### config.mk
export PLATFORM = sky130hd
export DESIGN_NAME = pr_pattern_gen_mc_flat
export DESIGN_NICKNAME = d
export VERILOG_FILES = /design/src/rtl/pr_pattern_gen_mc_if.sv /design/src/rtl/pr_pattern_gen_mc.sv /design/src/flat_wrapper.sv
export SDC_FILE = /design/constraint.sdc
export NUM_CORES = 1
export LEC_CHECK = 0
export ABC_AREA = 1
export CORE_MARGIN = 2
export CORE_UTILIZATION = 50
export DETAILED_ROUTE_END_ITERATION = 12
export DONT_BUFFER_PORTS = 1
export GPL_ROUTABILITY_DRIVEN = 0
export PLACE_DENSITY = 0.75
export SETUP_SLACK_MARGIN = 0.05
export SYNTH_ARGS = -nofsm -noshare
export SYNTH_HDL_FRONTEND = slang
export SYNTH_SLANG_ARGS = --single-unit
### constraint.sdc
create_clock -name clk -period 2.25 [get_ports clk]
set_input_delay 0.3375 -clock clk [delete_from_list [all_inputs] [get_ports clk]]
set_output_delay 0.3375 -clock clk [all_outputs]
set_load 0.02 [all_outputs]
### src/rtl/pr_pattern_gen_mc_if.sv
// Control/data bundle between the static region and the pattern-generator partition.
// master = static-side controller, slave = generator.
interface pr_pattern_gen_mc_if #(
  parameter int DATA_W = 16,
  parameter int NUM_CH = 4
);
  logic [1:0]               mode;
  logic                     start;
  logic                     stop;
  logic                     decouple_req;
  logic                     decouple_ack;
  logic [NUM_CH*DATA_W-1:0] data_out;
  logic                     data_valid;
  logic                     busy;
  logic                     wrap_pulse;

  modport master (
    output mode,
    output start,
    output stop,
    output decouple_req,
    input  decouple_ack,
    input  data_out,
    input  data_valid,
    input  busy,
    input  wrap_pulse
  );

  modport slave (
    input  mode,
    input  start,
    input  stop,
    input  decouple_req,
    output decouple_ack,
    output data_out,
    output data_valid,
    output busy,
    output wrap_pulse
  );
endinterface

### src/rtl/pr_pattern_gen_mc.sv
// Multi-channel reconfigurable-partition pattern source: up/down count, Galois LFSR
// or walking-one per channel, with start/stop control and a decouple handshake.
//
// state       | meaning
// S_IDLE      | stopped, data_out holds last sample, waiting for start
// S_RUN       | one new sample per channel every cycle
// S_DECOUPLED | quiesced for partial reload, outputs forced to 0, ack high
module pr_pattern_gen_mc #(
  parameter int                DATA_W    = 16,
  parameter int                NUM_CH    = 4,
  parameter logic [DATA_W-1:0] LFSR_POLY = DATA_W'(16'hB400)
) (
  input  logic               clk,
  input  logic               rst_n,
  pr_pattern_gen_mc_if.slave bus
);

  typedef enum logic [1:0] {
    S_IDLE      = 2'd0,
    S_RUN       = 2'd1,
    S_DECOUPLED = 2'd2
  } state_t;

  localparam logic [1:0] MODE_UP   = 2'd0;
  localparam logic [1:0] MODE_DOWN = 2'd1;
  localparam logic [1:0] MODE_LFSR = 2'd2;

  state_t            r_state;
  logic [1:0]        r_mode;
  logic [DATA_W-1:0] r_data [NUM_CH];
  logic              r_valid;
  logic              r_busy;
  logic              r_wrap;
  logic              r_ack;

  logic [DATA_W-1:0]        w_seed [NUM_CH];
  logic [DATA_W-1:0]        w_next [NUM_CH];
  logic                     w_wrap;
  logic [NUM_CH*DATA_W-1:0] w_data_out;

  // Seeds depend on the live mode input since they load on the same edge the mode is latched.
  always_comb begin
    for (int c = 0; c < NUM_CH; c++) begin
      w_seed[c] = '0;
      case (bus.mode)
        MODE_UP, MODE_DOWN: w_seed[c] = DATA_W'(c);
        MODE_LFSR:          w_seed[c] = DATA_W'(c + 1);
        default:            w_seed[c] = DATA_W'(1) << (c % DATA_W);
      endcase
    end
  end

  always_comb begin
    for (int c = 0; c < NUM_CH; c++) begin
      w_next[c] = r_data[c];
      case (r_mode)
        MODE_UP:   w_next[c] = r_data[c] + DATA_W'(1);
        MODE_DOWN: w_next[c] = r_data[c] - DATA_W'(1);
        MODE_LFSR: w_next[c] = r_data[c][0] ? ((r_data[c] >> 1) ^ LFSR_POLY)
                                            : (r_data[c] >> 1);
        default:   w_next[c] = {r_data[c][DATA_W-2:0], r_data[c][DATA_W-1]};
      endcase
    end
  end

  always_comb begin
    w_wrap = 1'b0;
    if (r_mode == MODE_UP)
      w_wrap = (r_data[0] == {DATA_W{1'b1}});
    else if (r_mode == MODE_DOWN)
      w_wrap = (r_data[0] == '0);
  end

  always_comb begin
    w_data_out = '0;
    for (int c = 0; c < NUM_CH; c++)
      w_data_out[c*DATA_W +: DATA_W] = r_data[c];
  end

  always_ff @(posedge clk) begin
    if (!rst_n) begin
      r_state <= S_IDLE;
      r_mode  <= MODE_UP;
      r_valid <= 1'b0;
      r_busy  <= 1'b0;
      r_wrap  <= 1'b0;
      r_ack   <= 1'b0;
      for (int c = 0; c < NUM_CH; c++)
        r_data[c] <= '0;
    end else if (bus.decouple_req) begin
      r_state <= S_DECOUPLED;
      r_valid <= 1'b0;
      r_busy  <= 1'b0;
      r_wrap  <= 1'b0;
      r_ack   <= 1'b1;
      for (int c = 0; c < NUM_CH; c++)
        r_data[c] <= '0;
    end else begin
      r_wrap <= 1'b0;
      case (r_state)
        S_IDLE: begin
          if (bus.start) begin
            r_state <= S_RUN;
            r_mode  <= bus.mode;
            r_valid <= 1'b1;
            r_busy  <= 1'b1;
            for (int c = 0; c < NUM_CH; c++)
              r_data[c] <= w_seed[c];
          end else begin
            r_valid <= 1'b0;
            r_busy  <= 1'b0;
          end
        end
        S_RUN: begin
          if (bus.stop) begin
            r_state <= S_IDLE;
            r_valid <= 1'b0;
            r_busy  <= 1'b0;
          end else begin
            r_valid <= 1'b1;
            r_busy  <= 1'b1;
            r_wrap  <= w_wrap;
            for (int c = 0; c < NUM_CH; c++)
              r_data[c] <= w_next[c];
          end
        end
        S_DECOUPLED: begin
          // Leaving quiesce always lands in IDLE; the next run reloads seeds.
          r_state <= S_IDLE;
          r_ack   <= 1'b0;
          r_valid <= 1'b0;
          r_busy  <= 1'b0;
        end
        default: begin
          r_state <= S_IDLE;
          r_valid <= 1'b0;
          r_busy  <= 1'b0;
          r_ack   <= 1'b0;
        end
      endcase
    end
  end

  assign bus.data_out     = w_data_out;
  assign bus.data_valid   = r_valid;
  assign bus.busy         = r_busy;
  assign bus.wrap_pulse   = r_wrap;
  assign bus.decouple_ack = r_ack;

endmodule

### src/flat_wrapper.sv
// flat-port wrapper written by rule: the top's interface ports become plain ports
module pr_pattern_gen_mc_flat 
#(
  parameter int                DATA_W    = 16,
  parameter int                NUM_CH    = 4,
  parameter logic [DATA_W-1:0] LFSR_POLY = DATA_W'(16'hB400)
)
  (clk, rst_n, bus_mode, bus_start, bus_stop, bus_decouple_req, bus_decouple_ack, bus_data_out, bus_data_valid, bus_busy, bus_wrap_pulse);
  pr_pattern_gen_mc_if #(.DATA_W(DATA_W), .NUM_CH(NUM_CH)) bus_i ();
  input  logic clk;
  input  logic rst_n;
  input wire logic [$bits(bus_i.mode)-1:0] bus_mode;
  input wire logic [$bits(bus_i.start)-1:0] bus_start;
  input wire logic [$bits(bus_i.stop)-1:0] bus_stop;
  input wire logic [$bits(bus_i.decouple_req)-1:0] bus_decouple_req;
  output wire logic [$bits(bus_i.decouple_ack)-1:0] bus_decouple_ack;
  output wire logic [$bits(bus_i.data_out)-1:0] bus_data_out;
  output wire logic [$bits(bus_i.data_valid)-1:0] bus_data_valid;
  output wire logic [$bits(bus_i.busy)-1:0] bus_busy;
  output wire logic [$bits(bus_i.wrap_pulse)-1:0] bus_wrap_pulse;
  assign bus_i.mode = bus_mode;
  assign bus_i.start = bus_start;
  assign bus_i.stop = bus_stop;
  assign bus_i.decouple_req = bus_decouple_req;
  assign bus_decouple_ack = bus_i.decouple_ack;
  assign bus_data_out = bus_i.data_out;
  assign bus_data_valid = bus_i.data_valid;
  assign bus_busy = bus_i.busy;
  assign bus_wrap_pulse = bus_i.wrap_pulse;
  pr_pattern_gen_mc #(.DATA_W(DATA_W), .NUM_CH(NUM_CH), .LFSR_POLY(LFSR_POLY)) u_core (.clk(clk), .rst_n(rst_n), .bus(bus_i));
endmodule
==> out/metrics.yaml <==
status: "finished, final reports clean"
synth_area_leaders: "edfxtp_1 (26%), nand2_1 (20%), inv_1 (9.4%)"
gr-total-overflow: 0
ys.flop_type: "edfxtp_1"
final_core_util_pct: 59.8
worst_slack_ns: 0.125
clkTransAtPathRegs_ns: 0.06
wl_mm: 23.6
slew_headroom_pct: 50.9
netlist_instances: 1214
clkSinkCount: 71
cp.arrival_ns: 2.19
leakagePower_nw: 3.83
crit_path_start_kind: "flip-flop"
cp.buffers_inverters: 3
syn_area_um2: 7400
rsz0062_at_grt: "yes"
dp_slack_ns: 0.0469
synth-simple-area-share_pct: 39.1
muxShareOfSynthArea_pct: 0
finalCritPeriodShare_pct: 94.5
top_usage_layer: "met2"
rr_worst_depth: 13
start_util_pct: 51.1
hold_class: "in2reg"
clk_root_buffer_cell: "clkbuf_16"
fin_hold_ws_ns: 0.113
dieArea_um2: 15800
ir_worst_vdd_uv: 387
cp.required_ns: 2.32
crit_family: "simple AND/OR/NAND/NOR gates"
grt_pass1_vias: 7351
rows: 44
synth_top_area_cell: "edfxtp_1"
path_class: "reg2reg"
cp_slowest_cell: "dfxtp_2"
drtAntennaViolNets: 0
die_h_um: 126
syn2layout_area_growth_pct: 16.9
die_w_um: 126
syn_avg_cell_area_um2: 6.10
drt-initial-drc-count: 1134
clock_skew_ns: 0.00798
cp.depth: 13
post-route-drc-count: 0
cap_violations: 0
via_per_inst: 5.81
layout_common_cells: "nand2_1 (379), inv_1 (186), nand3_1 (131), a21oi_1 (94), edfxtp_1 (64)"
post-route-min-period_ns: 2.13
cp_common_cell: "nand2_1"
synth-xor-area-share_pct: 0.473
tritoncts.num_buffers: 9
grt_pass1_wl_mm: 36.2
async_flop_share_pct: 0
wire_per_inst_um: 16.3
syn_nets: 1233
tightestPinTransition_ns: 0.737
synth_top_area_share_pct: 26.0
layout_commonest_cell: "nand2_1"
fmax_mhz: 471
hold_depth: 2
met2_usage_pct: 44.7
cp_cell_sequence: "buf_6, nor2_8, buf_12, clkbuf_16, ha_4, nand2_1, nor2_1, and2_1, nand2_1, nand2_1, nand2_1, nand3_1, a21oi_1"
synth_compound_area_share_pct: 17.3
cts_tree: "yes"
yosys_warnings: 0
setup_viol: 0
max_stage_delay_ns: 0.37
synth_fa_ha_area_share_pct: 2.03
io_pins: 75
dp_cells: 1419
dr.pass1.iters: 5
p_per_area_nw_per_um2: 485
cp_max_fo: 6
htreeDepth: 3
layout-drive-gt1-share_pct: 14.2
antenna_found_initial: 0
nNetsFinal: 1278
hold_viol_final: 0
endpoint_kind: "flip-flop"
use_met1_pct: 36.9
ys_types: 37
synth-seq-cells: 71
synth_edf_count: 64
slew_viol_final: 0
grt_usage_pct: 27.5
cts_buffer_depth: 2
synth_top_family_by_area: "simple AND/OR/NAND/NOR gates"
core_area_um2: 14500
fin_cells: 1449
portBuffers: 0
met3_usage_pct: 4.55
dp_hpwl_mm: 15.7
clk-insertion-delay-late_ns: 0.35
vias: 8425
grt_max_degree: 58
synth-seq-area-share_pct: 27.9
sequential cells by signal, indices dropped and copies added, names as in the netlist:
signal,cells
u_core.bus.wrap_pulse,1
u_core.bus.data_valid,1
u_core.bus.decouple_ack,1
u_core.r_state,2
u_core.r_mode,2
u_core.r_data,64
per-stage QoR:
stage                     area (um^2)  setup TNS [ns]  power (W)
after floorplan                  7400               0    0.00239
after global placement           7920               0    0.00265
after detailed placement         7920               0    0.00266
after CTS                        8190               0    0.00406
after global routing             8650        -0.00159    0.00437
final                            8650               0    0.00419
synthesized netlist by cell type (7+ instances only):
master,instances
nor2_1,59
a31oi_1,22
ha_1,12
edfxtp_1,64
dfxtp_1,7
a21oi_1,96
clkbuf_1,16
nand2_1,387
buf_4,7
nand2_2,39
nand3_1,135
or2_2,8
o21ai_0,56
buf_2,13
o22ai_1,26
and2_1,12
nand4_1,14
a41oi_1,7
inv_1,186
where the power goes:
group	switching [W]	total (W)	internal (W)	leakage, nW
Clock	0.000612	0.00141	0.000801	0.142
Combinational	0.000747	0.00117	0.000419	2.91
Sequential	0.000110	0.00162	0.00151	0.777
kinds of logic after synthesis:
kind of cell / Yosys count
fa+ha+maj: 12
buf+inv: 235
simple gates: 667
flops: 71
xor+xnor: 4
compound gates: 225
per-layer routing:
metal	vias up	routed length, um
met2	385	11000
li1	4104	-
met3	61	1980
met5	-	0
met4	0	722
met1	3875	9920
area by class of cell:
cell class / count / area, um^2
antenna: 1 / 2.50
clock buffer: 12 / 256
clock inverter: 4 / 20.0
fill: 1343 / 5830
inverter: 191 / 724
multi-input combinational: 908 / 4540
sequential: 71 / 2070
tap: 184 / 230
timing repair buffer: 78 / 808
what timing repair did:
action,4_1_cts,5_1_grt
gates resized for setup,1,53
pin swaps,0,4
setup buffers,0,6
hold buffers,0,0
endpoints found under the setup margin,1,41
cloned,0,7
path summary, 6_finish.rpt:
path	slack, ns	endpoint	from
worst max-delay path	0.12	u_core.r_data[0][15]	u_core.r_mode[1]
worst min-delay path	0.11	u_core.r_mode[0]	rst_n
worst max register to register	0.12	u_core.r_data[0][15]	u_core.r_mode[1]
worst min register to register	0.53	u_core.bus.decouple_ack	u_core.r_state[1]
No activity file was read; power rests on OpenSTA's default activity.
